`src/rtl/wdt_pkg.sv`:
```
// Shared constants and FSM state types for the windowed watchdog.
package wdt_pkg;
    localparam logic [2:0] FLT_NONE  = 3'b000;
    localparam logic [2:0] FLT_TMO   = 3'b001;
    localparam logic [2:0] FLT_EARLY = 3'b011;
    localparam logic [2:0] FLT_CFG   = 3'b100;

    localparam logic [1:0] A_FRAME = 2'b00;
    localparam logic [1:0] A_SERV  = 2'b01;
    localparam logic [1:0] A_CTRL  = 2'b10;
    localparam logic [1:0] A_RLIM  = 2'b11;

    localparam int unsigned KICK_B = 3;
    localparam int unsigned MODE_B = 0;
    localparam int unsigned FCNT_W = 4;

    typedef enum logic [1:0] {U_LOCKED, U_ARMED, U_OPEN} unlock_state_t;
    typedef enum logic [1:0] {W_IDLE, W_RUN, W_RSTP} wdt_state_t;
endpackage

```
`src/rtl/wdt_unlock.sv`:
```
// Key sequence detector; opens a WR_CYC-edge register write window after KEY1..KEY2.
module wdt_unlock
    import wdt_pkg::*;
#(
    parameter int unsigned   DW     = 8,
    parameter int unsigned   WR_CYC = 4,
    parameter logic [DW-1:0] KEY1   = DW'(8'hAA),
    parameter logic [DW-1:0] KEY2   = DW'(8'h55)
) (
    input  logic          clk,
    input  logic          rst_n,
    input  logic [1:0]    abus,
    input  logic [DW-1:0] dbus,
    output logic          wr_en,
    output logic [3:0]    wr_sel_c
);
    localparam int unsigned CW = (WR_CYC > 1) ? $clog2(WR_CYC) : 1;

    unlock_state_t st, st_nx;
    logic [CW-1:0] wcnt, wcnt_nx;

    // wr_en is registered from the next state so it tracks the OPEN window exactly
    always_ff @(posedge clk) begin
        if (!rst_n) begin
            st    <= U_LOCKED;
            wcnt  <= '0;
            wr_en <= 1'b0;
        end else begin
            st    <= st_nx;
            wcnt  <= wcnt_nx;
            wr_en <= (st_nx == U_OPEN);
        end
    end

    always_comb begin
        st_nx   = st;
        wcnt_nx = wcnt;
        unique case (st)
            U_LOCKED: begin
                if (dbus == KEY1 && abus == A_FRAME) st_nx = U_ARMED;
            end
            U_ARMED: begin
                if (dbus != KEY1) begin
                    if (dbus == KEY2) begin
                        st_nx   = U_OPEN;
                        wcnt_nx = '0;
                    end else begin
                        st_nx = U_LOCKED;
                    end
                end
            end
            U_OPEN: begin
                if (wcnt == CW'(WR_CYC - 1)) st_nx = U_LOCKED;
                else                         wcnt_nx = wcnt + CW'(1);
            end
            default: st_nx = U_LOCKED;
        endcase
    end

    assign wr_sel_c = wr_en ? 4'(4'd1 << abus) : 4'd0;
endmodule

```
`src/rtl/wdt_window_gen2.sv`:
```
// Windowed watchdog with timeout-only mode and fault threshold.
// Optional frame-tick prescaler enabled by WDT_PRESCALE_EN.
module wdt_window_gen2
    import wdt_pkg::*;
#(
    parameter int unsigned   DW       = 8,
    parameter int unsigned   WR_CYC   = 4,
    parameter logic [DW-1:0] KEY1     = DW'(8'hAA),
    parameter logic [DW-1:0] KEY2     = DW'(8'h55),
    parameter int unsigned   FAIL_LIM = 1
`ifdef WDT_PRESCALE_EN
    , parameter int unsigned PRE_LOG2 = 4
`endif
) (
    input  logic          CLK,
    input  logic          RST,
    input  logic [1:0]    ABUS,
    input  logic [DW-1:0] DBUS,
    output logic          RSTOUT,
    output logic          WDFAIL,
    output logic [2:0]    FLSTAT
);
    localparam int unsigned CW = DW + 1;

    wdt_state_t        st, st_nx;
    logic [DW-1:0]     frame, service, rstlim;
    logic              mode;
    logic [DW-1:0]     cnt, cnt_nx, rcnt, rcnt_nx;
    logic [FCNT_W-1:0] fcnt, fcnt_nx, fcnt_inc;
    logic              rstout_nx, wdfail_nx;
    logic [2:0]        flstat_nx, code;
    logic              wr_en, kick, tick, accept, cfg_ok, in_win, tmo;
    logic [3:0]        wr_sel_c;

    wdt_unlock #(.DW(DW), .WR_CYC(WR_CYC), .KEY1(KEY1), .KEY2(KEY2)) u_unlock (
        .clk      (CLK),
        .rst_n    (RST),
        .abus     (ABUS),
        .dbus     (DBUS),
        .wr_en    (wr_en),
        .wr_sel_c (wr_sel_c)
    );

    // Config registers; KICK is not stored, it only acts on its write edge
    always_ff @(posedge CLK) begin
        if (!RST) begin
            frame   <= '0;
            service <= '0;
            rstlim  <= '0;
            mode    <= 1'b0;
        end else begin
            if (wr_sel_c[A_FRAME]) frame   <= DBUS;
            if (wr_sel_c[A_SERV])  service <= DBUS;
            if (wr_sel_c[A_RLIM])  rstlim  <= DBUS;
            if (wr_sel_c[A_CTRL])  mode    <= DBUS[MODE_B];
        end
    end

    assign kick     = wr_en && (ABUS == A_CTRL) && DBUS[KICK_B];
    assign cfg_ok   = (frame != '0) && (service <= frame);
    // Widened sums keep the window/timeout tests correct after FRAME/SERVICE rewrites
    assign in_win   = (CW'(cnt) + CW'(service)) >= CW'(frame);
    assign tmo      = (CW'(cnt) + CW'(1)) >= CW'(frame);
    assign fcnt_inc = (fcnt == {FCNT_W{1'b1}}) ? fcnt : fcnt + FCNT_W'(1);

`ifdef WDT_PRESCALE_EN
    logic [PRE_LOG2-1:0] div;

    always_ff @(posedge CLK) begin
        if (!RST || accept) div <= '0;
        else                div <= div + PRE_LOG2'(1);
    end

    assign tick = &div;
`else
    assign tick = 1'b1;
`endif

    always_ff @(posedge CLK) begin
        if (!RST) begin
            st     <= W_IDLE;
            cnt    <= '0;
            rcnt   <= '0;
            fcnt   <= '0;
            RSTOUT <= 1'b0;
            WDFAIL <= 1'b0;
            FLSTAT <= FLT_NONE;
        end else begin
            st     <= st_nx;
            cnt    <= cnt_nx;
            rcnt   <= rcnt_nx;
            fcnt   <= fcnt_nx;
            RSTOUT <= rstout_nx;
            WDFAIL <= wdfail_nx;
            FLSTAT <= flstat_nx;
        end
    end

    always_comb begin
        st_nx     = st;
        cnt_nx    = cnt;
        rcnt_nx   = rcnt;
        fcnt_nx   = fcnt;
        rstout_nx = 1'b0;
        wdfail_nx = WDFAIL;
        flstat_nx = FLSTAT;
        accept    = 1'b0;
        code      = FLT_NONE;
        unique case (st)
            W_IDLE: begin
                if (kick) begin
                    if (cfg_ok) begin
                        st_nx  = W_RUN;
                        cnt_nx = '0;
                        accept = 1'b1;
                    end else begin
                        flstat_nx = FLT_CFG;
                    end
                end
            end
            W_RUN: begin
                // A kick on the timeout edge is serviced, not faulted
                if (kick && (mode || in_win)) begin
                    cnt_nx  = '0;
                    fcnt_nx = '0;
                    accept  = 1'b1;
                end else if (kick) begin
                    code = FLT_EARLY;
                end else if (tick && tmo) begin
                    code = FLT_TMO;
                end else if (tick) begin
                    cnt_nx = cnt + DW'(1);
                end
                if (code != FLT_NONE) begin
                    flstat_nx = code;
                    fcnt_nx   = fcnt_inc;
                    if (fcnt_inc >= FCNT_W'(FAIL_LIM)) wdfail_nx = 1'b1;
                    st_nx     = W_RSTP;
                    rcnt_nx   = (rstlim == '0) ? DW'(1) : rstlim;
                end
            end
            W_RSTP: begin
                if (rcnt != '0) begin
                    rstout_nx = 1'b1;
                    rcnt_nx   = rcnt - DW'(1);
                end else begin
                    st_nx = W_IDLE;
                end
            end
            default: st_nx = W_IDLE;
        endcase
    end
endmodule

```
`config.mk`:
```
export PLATFORM = sky130hd
export DESIGN_NAME = wdt_window_gen2
export DESIGN_NICKNAME = d
export VERILOG_FILES = /design/src/rtl/wdt_pkg.sv /design/src/rtl/wdt_unlock.sv /design/src/rtl/wdt_window_gen2.sv
export SDC_FILE = /design/constraint.sdc
export NUM_CORES = 1
export LEC_CHECK = 0
export ABC_AREA = 1
export BUFFER_PORTS_ARGS = -buffer_cell sky130_fd_sc_hd__clkbuf_2
export CAP_MARGIN = 30
export CORE_UTILIZATION = 65
export DETAILED_ROUTE_END_ITERATION = 10
export MAX_ROUTING_LAYER = met4
export PLACE_DENSITY = 0.9
export SKIP_CTS_REPAIR_TIMING = 1
export SLEW_MARGIN = 25
export SYNTH_ARGS = -nofsm -noshare
export SYNTH_HDL_FRONTEND = slang
export SYNTH_SLANG_ARGS = --single-unit
```
`constraint.sdc`:
```
create_clock -name CLK -period 6.35 [get_ports CLK]
set_input_delay 0.9525 -clock CLK [delete_from_list [all_inputs] [get_ports CLK]]
set_output_delay 0.9525 -clock CLK [all_outputs]
set_load 0.02 [all_outputs]
```
# Yosys cells after proc, flatten, opt, wreduce, memory -nomap -nowiden
# Index checks and enable logic that the tools add are counted.
[word_totals] mem_count=0 ramBits=0 latch_bits=0 mem_bits_ro=0 register_bits=57 output_inout_bits=5
[classes] n_mul=0 add_sub_neg=6 n_reduce_logical=25 n_mux=37 n_shift=1 order_cmp=4 eq_ne=22 bitwise_logic=0 div_mod_pow=0
[op_table] cell="8-bit two-way mux" n=8
[op_table] cell="8-bit one-hot mux with 2 select lines" n=2
[op_table] cell="2-bit two-way mux" n=13
[op_table] cell="9-bit by 8-bit >= comparator with 1-bit output" n=2
[op_table] cell="4-bit two-way mux" n=4
[op_table] cell="8-bit nonzero test" n=2
[op_table] cell="2-bit inequality test, second input constant" n=7
[op_table] cell="3-bit two-way mux" n=4
[op_table] cell="2-bit one-hot mux with 3 select lines" n=2
[op_table] cell="4-bit AND reduction" n=3
[op_table] cell="2-bit == test, second input constant" n=5
[op_table] cell="8-bit by 1-bit adder with 9-bit output, second input constant" n=1
[op_table] cell="8-bit by 8-bit adder with 9-bit output" n=1
[op_table] cell="8-bit by 1-bit adder with 8-bit output, second input constant" n=1
[op_table] cell="8-bit by 7-bit == test with 1-bit output, second input constant" n=1
[op_table] cell="8-bit == test, second input constant" n=1
[op_table] cell="8-bit <= comparator" n=1
[op_table] cell="8-bit zero test" n=1
[op_table] cell="8-bit inequality test, second input constant" n=1
[op_table] cell="2-bit nonzero test" n=4
[op_table] cell="8-bit by 1-bit subtractor with 8-bit output, second input constant" n=1
[op_table] cell="2-bit zero test" n=3
[op_table] cell="3-bit inequality test, second input constant" n=2
[op_table] cell="3-bit one-hot mux with 2 select lines" n=1
[op_table] cell="15 further kinds" n=24

# Logic depth before layout (Yosys ltp)
# Gate-level depths: netlist of the first run.
[depth] depth_word=9 ltp_mapped=21 depth_no_buf=20

# Modules after synthesis
# Synthesis of the first run repeated with hierarchy kept, for this count alone.
[hier_totals] cells_unflattened=557 area_unflattened_um2=3823.7
[by_module_without_submodules] module="wdt_window_gen2" cells_per_inst=505 area_per_inst_um2=3500.9 instances=1 seq_area_each_um2=1041.0
[by_module_without_submodules] module="wdt_unlock" cells_per_inst=52 area_per_inst_um2=322.8 instances=1 seq_area_each_um2=100.1

# Least setup slack after synthesis of the first run
# No wires, ideal clock.
[synth_timing] path_kind="reg-to-reg" from="reg cnt[0]" to="reg cnt[2]" t_arrival_ns=2.814 setup_time_ns=0.115 stages_incl_launch_ff=19 path_slack_ns=3.421 path_buffers=1 required_ns=6.235 cell_sequence="dfxtp_1 ha_1 inv_1 fa_1 nor2_1 nor2_2 nor3_1 nor2_1 xnor2_1 ha_1 nand2_1 inv_1 a41oi_1 nand3_2 nand2_4 nand3_4 buf_12 a21oi_1 nor2_1"
[synth_between] elab_chain_cells=6 elab_cells_between_ends=14 classes_between="add/sub (3); order compare (2); eq/ne (2); mux (4); reduce/logical (3)"
[synth_lines] element="start: declaration" line_no="wdt_window_gen2.sv:28" source="logic [DW-1:0] cnt, cnt_nx, rcnt, rcnt_nx;"
[synth_lines] element="start signal: assignment" line_no="wdt_window_gen2.sv:90" source="cnt <= cnt_nx;"
[synth_lines] element="8-bit by 8-bit adder with 9-bit output" line_no="wdt_window_gen2.sv:62" source="assign in_win = (CW'(cnt) + CW'(service)) >= CW'(frame);"
[synth_lines] element="9-bit by 8-bit >= comparator with 1-bit output" line_no="wdt_window_gen2.sv:62"
[synth_lines] element="1-bit logical OR" line_no="wdt_window_gen2.sv:123" source="if (kick && (mode || in_win)) begin"
[synth_lines] element="1-bit logical AND" line_no="wdt_window_gen2.sv:123"
[synth_lines] element="3-bit inequality test (no source line) or 8-bit two-way mux (tied branches)"
[synth_lines] element="5-bit AND reduction (no source line) or 8-bit one-hot mux with 2 select lines (tied branches)"
# Several ways; a longest one is shown, not always the timed one. The select of a mux whose other input is x is not followed.
# A chain may end at the register's enable or synchronous reset.

# Worst setup path in the final report of the first run
[layout_timing] from="reg cnt[0]" to="reg cnt[7]"
# The elaborated chain is that of the path after synthesis.

==> impl_metrics.toml, run 1 <==
[outcome]
status = "completed"

[min_path]
holdPathStages = 2
hold_class = "flop to flop"
holdCritStartpoint = "WDFAIL"

[power]
power.density_mw_per_mm2 = 191
power_frac_comb_pct = 2.4
power_frac_clock_pct = 52.4
power_frac_seq_pct = 45.2
p_int_mw = 0.623
p_leak_nw = 1.97
netSwitchingFraction_pct = 21.2
power.net_switching_mw = 0.168
vdd_drop_max_v = 0.000170

[worst_setup_path]
path_buf_inv = 1
path_cells = "ha_1 -> inv_1 -> fa_1 -> nor2_1 -> nor2_2 -> xor2_1 -> ha_1 -> nand2_1 -> nor2_1 -> nand2_1 -> nand3_1 -> nand2_1 -> nand2_1 -> nand2_1 -> nand3_2 -> nor2_2 -> nor2_2 -> nand3_1 -> nand2_1 -> nor2_1"
slowest_delay_ns = 0.57
cp_common_cell = "nand2_1"
crit_cells = 20
crit_required_ns = 6.58
r2r_slack_ns = 2.85
rr_worst_depth = 20
cp-end-kind = "flop"
arrival_ns = 3.73
crit_slowest_cell = "nor2_2"
r2r_start = "cnt[0]"
crit_type = "flop to flop"
critical_path.max_fanout = 17
startpoint = "cnt[0]"
critPathTopFamily = "simple AND/OR/NAND/NOR gates"
critPathLaunchType = "flop"

[floorplanning]
die_area_mm2 = 0.00620
die_w_um = 78.7
row_count = 27
start_util_pct = 68.6
ioPinCount = 17
core_area_mm2 = 0.00557
fp.dieH_um = 78.7

[drt]
drtPass1Iterations = 5
finalWirelength_um = 9200
postRouteAntennaNets = 0
drcViolationCount = 0
vias = 3726
routedWlPerCell_um = 14.7
via_per_inst = 5.94
drt-initial-drc-count = 362

[finish]
nNetsFinal = 601
register_area_mm2 = 0.00114
fillers = 382
layout-drive-gt1-share_pct = 10.6
syn_to_final_growth_pct = 8.18
multiInputGateArea_mm2 = 0.00227
fin_util_pct = 74.2
n_antenna_cell = 0

[logic_synthesis]
ys_top_cells_by_count = "inv_1, nand2_1, a21oi_1, dfxtp_1, nor2_1"
synth_edf_count = 0
synth_top_cell_by_area = "dfxtp_1"
syn_avg_cell_area_um2 = 7.11
yosys-top-cells-area = "dfxtp_1, ha_1, inv_1"
seq_area_frac_synth_pct = 29.8
ys_async_sr_fraction_pct = 0
synthCells = 538
ys_ff_latch = 57
yosysMostFrequentCell = "inv_1"
syn_nets = 589
syn-cell-area_mm2 = 0.00382
yosysWarnings = 0
synth.top_cell.area_share_pct = 29.8
synth.distinct_cells = 41
synth_ff_type = "dfxtp_1"

[timing]
setup_viol = 0
fin_crit_sh_pct = 55.1
rsz0062_at_grt = "false"
slew_viol_final = 0
fin_skew_ns = 0.0141
finalSetupTns_ns = 0
fmax_mhz = 286
period_minus_slack_ns = 3.50
hold_viol = 0
tightestPinTransition_ns = 0.881
slew_headroom_pct = 41.3

[placed_design]
place.gp.congestion = 0.870
port_buffers = 16
hpwl_um = 6240

[clock_tree]
clockBufferDepth = 2
clk_latency_ns = 0.35
cts_tree = "done"
clkTransAtPathRegs_ns = 0.07
root_buffer = "clkbuf_8"
ctsHtreeMaxLevel = 3
cts_made_buffers = 9
clock_sinks = 57

[global_routing]
grt_max_degree = 48
use_met3_pct = 6.78
grt_pass1_vias = 3522
grt_pass1_wl_um = 15500
use_met2_pct = 52.7
grt-ovfl-total = 0
gr-usage-met1_pct = 39.1
global_route.peak_usage_layer = "met2"
grt_usage_pct = 32.8
antenna_found_initial = 0

[job]
max_cap_violations = 0
[placed cells by master, fill, tap and decap left out, types with 2 or more instances in the layout]
| cell | Yosys | layout |
|---|---|---|
| a21o_1 | 2 | 2 |
| nor3_1 | 6 | 6 |
| nand3_2 | 2 | 2 |
| or2_2 | 2 | 2 |
| inv_1 | 81 | 81 |
| nand4_1 | 11 | 11 |
| xor2_1 | 7 | 7 |
| nand3_1 | 43 | 43 |
| o22ai_1 | 3 | 3 |
| ha_1 | 38 | 38 |
| nor2_4 | 3 | 3 |
| nand2_4 | 2 | 2 |
| nand2_2 | 3 | 3 |
| a21oi_2 | 4 | 4 |
| o21ai_1 | 3 | 3 |
| xnor2_1 | 5 | 5 |
| nor4_1 | 5 | 5 |
| clkbuf_8 | 0 | 9 |
| clkbuf_1 | 8 | 2 |
| clkbuf_2 | 0 | 16 |
| buf_4 | 1 | 2 |
| nand2_1 | 78 | 78 |
| a21oi_1 | 57 | 57 |
| o211ai_1 | 2 | 2 |
| dfxtp_1 | 57 | 57 |
| nor2_2 | 4 | 4 |
| o21ai_0 | 37 | 37 |
| nand3b_2 | 2 | 2 |
| nor2_1 | 53 | 53 |
| bufinv_16 | 0 | 3 |
| nand3_4 | 2 | 2 |
[state kept, by name, summed over array words and instances (netlist names), 2 cells and up]
| signal | flops |
|---|---|
| u_unlock.wcnt | 2 |
| rcnt | 8 |
| FLSTAT | 3 |
| u_unlock.st | 2 |
| cnt | 8 |
| fcnt | 4 |
| rstlim | 8 |
| st | 2 |
| frame | 8 |
| service | 8 |
[worst register-to-register path: cells and delay by family (launching register included)]
family / cells / cell delay (ns)
AND/OR/NAND/NOR: 15 / 1.73
adder cells (fa/ha/maj): 3 / 0.96
flip-flops: 1 / 0.48
XOR/XNOR: 1 / 0.15
buffers and inverters: 1 / 0.06
[metal layers]
| metal | up-vias | part of all wire (%) |
|---|---|---|
| met5 | - | 0 |
| met4 | 0 | 2.8 |
| met1 | 1723 | 43 |
| li1 | 1811 | - |
| met3 | 32 | 6.8 |
| met2 | 160 | 47 |
[power groups by stage]
stage	Sequential, mW	Combinational, mW	Clock, mW
6_report	0.357	0.0187	0.415
2_1_floorplan	0.365	0.00923	0
5_1_grt	0.357	0.0203	0.436
4_1_cts	0.357	0.0181	0.414
3_3_place_gp	0.365	0.0172	0
3_5_place_dp	0.365	0.0177	0
[kinds of logic after synthesis]
family | share of synthesized area [%]
compound gates | 16.0
buf+inv | 10.9
fa+ha+maj | 13.0
flops | 29.8
simple gates | 27.6
xor+xnor | 2.75
[final timing paths]
kind | endpoint
setup / recovery | cnt[7]
setup reg to reg | cnt[7]
hold / removal | WDFAIL
hold reg to reg | WDFAIL
[area by class of cell]
type | instances | area share [%]
multi-input cells | 382 | 54.8
flip-flops and latches | 57 | 27.6
inverters | 82 | 7.44
clock buffers | 11 | 3.18
clock inverters | 5 | 2.51
repair buffers | 18 | 2.30
well taps | 72 | 2.18
[stage by stage]
step | area [µm²] | cells | hold slack [ns] | power (mW) | worst slack [ns]
2_1_floorplan | 3820 | 538 | 0.424 | 0.375 | 3.42
3_3_place_gp | 3890 | 610 | 0.446 | 0.383 | 3.15
3_5_place_dp | 3900 | 611 | 0.462 | 0.383 | 2.90
4_1_cts | 4140 | 627 | 0.474 | 0.790 | 2.86
5_1_grt | 4140 | 627 | 0.483 | 0.814 | 2.51
6_report | 4140 | 627 | 0.471 | 0.791 | 2.85
Note: power is estimated with default switching activity, not from simulation.
==> inputs of run 2 (changes only) <==
ABC_AREA = 0   (was 1)
CORE_UTILIZATION = 56   (was 65)
PLACE_DENSITY = 0.83   (was 0.9)
clock period = 3 ns   (was 6.35 ns; I/O delays follow)
==> impl_metrics.toml, run 2 <==
[outcome]
status = "complete, but fails checks"
violations = "negative setup slack"

[floorplanning]
start_util_pct = 59.2
ioPinCount = 17
core_area_mm2 = 0.00606
die_w_um = 82.1
row_count = 28
fp.dieH_um = 82.1
die_area_mm2 = 0.00673

[logic_synthesis]
synth.distinct_cells = 58
syn_avg_cell_area_um2 = 8.39
synthCells = 428
yosys-top-cells-area = "dfxtp_1, ha_1, nor2_1"
synth_ff_type = "dfxtp_1"
synth_edf_count = 0
synth_top_cell_by_area = "dfxtp_1"
ys_async_sr_fraction_pct = 0
seq_area_frac_synth_pct = 31.8
synth.top_cell.area_share_pct = 31.8
yosysWarnings = 0
syn_nets = 479
ys_ff_latch = 57
yosysMostFrequentCell = "nor2_1"
syn-cell-area_mm2 = 0.00359
ys_top_cells_by_count = "nor2_1, dfxtp_1, ha_1"

[clock_tree]
clock_sinks = 57
cts_made_buffers = 9
cts_tree = "done"
root_buffer = "clkbuf_8"
clkTransAtPathRegs_ns = 0.07
ctsHtreeMaxLevel = 3
clk_latency_ns = 0.35
clockBufferDepth = 2

[drt]
routedWlPerCell_um = 16.2
drtPass1Iterations = 5
postRouteAntennaNets = 0
vias = 3360
drcViolationCount = 0
drt-initial-drc-count = 163
finalWirelength_um = 9060
via_per_inst = 6.00

[job]
max_cap_violations = 0

[finish]
syn_to_final_growth_pct = 21.5
n_antenna_cell = 0
mostFrequentLayoutCell = "nor2_1"
final_cell_mix = "nor2_1, dfxtp_1, ha_1"
layout-drive-gt1-share_pct = 22.3
fin_util_pct = 72.0
final_area_mm2 = 0.00436
nNetsFinal = 531

[timing]
fmax_mhz = 299
period_minus_slack_ns = 3.34
tightestPinTransition_ns = 0.574
fin_crit_sh_pct = 111
fin_skew_ns = 0.00947
setup_viol = 23
rsz0062_at_grt = "true"
finalSetupTns_ns = -4.86
slew_viol_final = 0
holdWs_ns = 0.430
hold_viol = 0
slew_headroom_pct = 61.5
fin_ws_ns = -0.341

[power]
power_mw = 1.55
power.density_mw_per_mm2 = 355
p_leak_nw = 1.87
vdd_drop_max_v = 0.000389

[min_path]
holdCritStartpoint = "DBUS[2]"
hold_class = "input port to flop"
holdPathStages = 3
hold_end = "frame[2]"

[worst_setup_path]
path_cells = "ha_4 -> inv_2 -> fa_2 -> nor2b_4 -> o31ai_4 -> a21oi_2 -> xor2_1 -> ha_1 -> o21a_1 -> o21ai_2 -> o21ai_2 -> or3_4 -> a221oi_4 -> and2_4 -> a221o_1"
r2r_start = "service[0]"
critical_path.max_fanout = 4
arrival_ns = 3.64
path_buf_inv = 1
rr_worst_depth = 15
slowest_delay_ns = 0.42
r2r_end = "cnt[4]"
crit_type = "flop to flop"
r2r_slack_ns = -0.34
crit_slowest_cell = "or3_4"
critPathLaunchType = "flop"
cp-end-kind = "flop"
critPathTopFamily = "compound AO/OA/AOI/OAI gates"
cp_common_cell = "o21ai_2"
crit_required_ns = 3.29

[placed_design]
placed_cell_area_mm2 = 0.00400
port_buffers = 16
hpwl_um = 6500
place.gp.congestion = 0.871

[global_routing]
grt_pass1_wl_um = 14000
grt_pass1_vias = 2980
grt_usage_pct = 29.0
grt_max_degree = 44
antenna_found_initial = 0
grt-ovfl-total = 0
## run 2: cell types whose count changed in the layout (fill, tap and decap cells not counted), moves of 7 or more
cell	before	now
a21oi_1	57	25
buf_4	2	31
nand2b_1	0	7
nand3_1	43	17
o21ai_0	37	11
mux2i_1	0	21
nand2_1	78	33
inv_1	81	23
## run 2: logic make-up (layout without fill, tap and decap cells)
kind of cell             Yosys count  in the layout  share of synthesized area (%)
multiplexers                      21             21                           5.86
flip-flops                        57             57                           31.8
adder cells (fa/ha/maj)           39             39                           13.8
XOR/XNOR                           7              7                           1.71
AO/OA/AOI/OAI                    100            101                           20.4
AND/OR/NAND/NOR                  167            167                           22.5
buffers and inverters             37             93                           3.97
## run 2: cell type report
class                           instances  area [µm²]
Fill cell                             453        1700
Inverter                               25        93.8
Multi-Input combinational cell        335        2450
Clock buffer                           12         155
Timing Repair Buffer                   52         369
Clock inverter                          4        51.3
Sequential cell                        57        1150
Tap cell                               75        93.8
## run 2: worst max path at each step
stage	depth (start not counted)	slack, ns	from	to
after floorplan	16	-0.11	cnt[0]	rcnt[7]
after global placement	14	-0.20	service[1]	cnt[5]
after detailed placement	14	-0.32	service[1]	cnt[5]
after CTS	15	-0.34	service[0]	cnt[5]
after global routing	15	-0.44	service[0]	cnt[6]
final	15	-0.34	service[0]	cnt[4]
## run 2: through the flow
| step | worst slack [ns] | cells |
|---|---|---|
| floorplan | -0.108 | 428 |
| global placement | -0.203 | 536 |
| detailed placement | -0.322 | 536 |
| CTS | -0.340 | 552 |
| global route | -0.440 | 560 |
| finish | -0.341 | 560 |
## run 2: report_power, final
part	internal, mW	switching, mW	total [mW]
sequential	0.756	0.00000939	0.756
clock	0.429	0.322	0.751
combinational	0.0111	0.0305	0.0416
## run 2: tightest hold or removal path, delay by kind of cell
kind	cells	cell delay, ns
compound gates	1	0.08
buf+inv	1	0.15
simple gates	1	0.07
## run 2: routing by layer
metal | track usage (%) | up-vias | wire (µm)
met5 | - | - | 0
li1 | - | 1658 | -
met1 | 36.4 | 1567 | 4110
met2 | 45.2 | 116 | 4260
met4 | 10.2 | 0 | 177
met3 | 6.78 | 19 | 513
==> inputs of run 3 (changes only) <==
RECOVER_POWER = 50   (was default)
==> impl_metrics.toml, run 3 (synthesis gave the netlist of run 2 again) <==
[outcome]
status = "complete, but fails checks"
violations = "max-capacitance violations, max-slew violations, negative setup slack"

[floorplanning]
core_area_mm2 = 0.00606
die_w_um = 82.1
die_area_mm2 = 0.00673
row_count = 28
fp.dieH_um = 82.1
ioPinCount = 17
start_util_pct = 59.2

[timing]
slew_viol_final = 44
slew_headroom_pct = -44.8
hold_viol = 0
holdWs_ns = 0.432
setup_viol = 23
tightestPinTransition_ns = 2.17
fin_crit_sh_pct = 111
period_minus_slack_ns = 3.34
rsz0062_at_grt = "true"
fin_ws_ns = -0.336
fin_skew_ns = 0.00960
fmax_mhz = 300

[global_routing]
antenna_found_initial = 0
grt-ovfl-total = 0
grt_max_degree = 44
grt_usage_pct = 29.0
grt_pass1_wl_um = 14000
grt_pass1_vias = 2980

[clock_tree]
clock_sinks = 57
root_buffer = "clkbuf_8"
clockBufferDepth = 2
cts_tree = "done"
ctsHtreeMaxLevel = 3
clkTransAtPathRegs_ns = 0.07
clk_latency_ns = 0.35
cts_made_buffers = 9

[min_path]
hold_class = "input port to flop"

[worst_setup_path]
cp-end-kind = "flop"
cp_common_cell = "o21ai_2"
crit_type = "flop to flop"
path_cells = "ha_4 -> inv_2 -> fa_2 -> nor2b_4 -> o31ai_4 -> a21oi_2 -> xor2_1 -> ha_1 -> o21a_1 -> o21ai_2 -> o21ai_2 -> or3_4 -> a221oi_4 -> and2_4 -> a221o_1"
slowest_delay_ns = 0.42
critPathTopFamily = "compound AO/OA/AOI/OAI gates"
critPathLaunchType = "flop"
critical_path.max_fanout = 4
crit_slowest_cell = "or3_4"
crit_required_ns = 3.29
path_buf_inv = 1
arrival_ns = 3.63

[finish]
syn_to_final_growth_pct = 21.3
layout-drive-gt1-share_pct = 21.2
multiInputGateArea_mm2 = 0.00245
final_cell_mix = "nor2_1, dfxtp_1, ha_1"
nNetsFinal = 531
register_area_mm2 = 0.00115
fin_cells = 560
n_antenna_cell = 0
fillers = 459
mostFrequentLayoutCell = "nor2_1"

[drt]
drt-initial-drc-count = 168
vias = 3353
routedWlPerCell_um = 16.1
via_per_inst = 5.99
postRouteAntennaNets = 0
drcViolationCount = 0
drtPass1Iterations = 4
finalWirelength_um = 9020

[placed_design]
place_worst_setup_slack_ns = -0.322
hpwl_um = 6500
port_buffers = 16
dp.cells = 536
place.gp.congestion = 0.871

[job]
max_cap_violations = 1

[power]
vdd_drop_max_v = 0.000389
p_leak_nw = 1.85
power.density_mw_per_mm2 = 355
-- run 3: final timing paths --
check	cells after the start	end	startpoint	slack, ns
worst max-delay path	15	cnt[4]	service[0]	-0.34
worst min-delay path	3	frame[2]	DBUS[2]	0.43
worst max register to register	15	cnt[4]	service[0]	-0.34
worst min register to register	2	FLSTAT[2]	FLSTAT[2]	0.44
-- run 3: cell type report --
cell class                 count  area share, %
clock buffer                  12           3.56
inverter                      25           2.16
timing repair buffer          52           8.28
tap                           75           2.16
sequential                    57           26.4
clock inverter                 4           1.18
multi-input combinational    335           56.3
-- run 3: metal layers --
metal | track usage [%] | wire (µm) | up-vias
met5 | - | 0 | -
met4 | 10.2 | 177 | 0
met3 | 6.78 | 478 | 18
met2 | 45.2 | 4250 | 107
met1 | 36.4 | 4120 | 1572
li1 | - | - | 1656
-- run 3: power breakdown --
| group | switching (mW) | internal (mW) | total, mW |
|---|---|---|---|
| clock network | 0.322 | 0.429 | 0.751 |
| registers | 0.00000939 | 0.756 | 0.756 |
| logic | 0.0304 | 0.0104 | 0.0408 |
| total | 0.353 | 1.19 | 1.55 |
-- run 3: stage by stage --
step           area (µm²)  power, mW  TNS [ns]  utilization, %
6_report             4350       1.55     -5.15            71.8
4_1_cts              4210       1.55     -6.02            69.4
5_1_grt              4350       1.59     -8.07            71.8
2_1_floorplan        3660      0.790    -0.875               -
3_5_place_dp         4000      0.813     -5.42            66.0
3_3_place_gp         4000      0.811     -2.77            66.0
-- run 3: worst register-to-register path: cells and delay by family (launching register included) --
kind | cells | cell delay [ns]
AO/OA/AOI/OAI | 7 | 1.13
flip-flops | 1 | 0.36
adder cells (fa/ha/maj) | 3 | 0.78
buffers and inverters | 1 | 0.03
AND/OR/NAND/NOR | 3 | 0.81
XOR/XNOR | 1 | 0.17
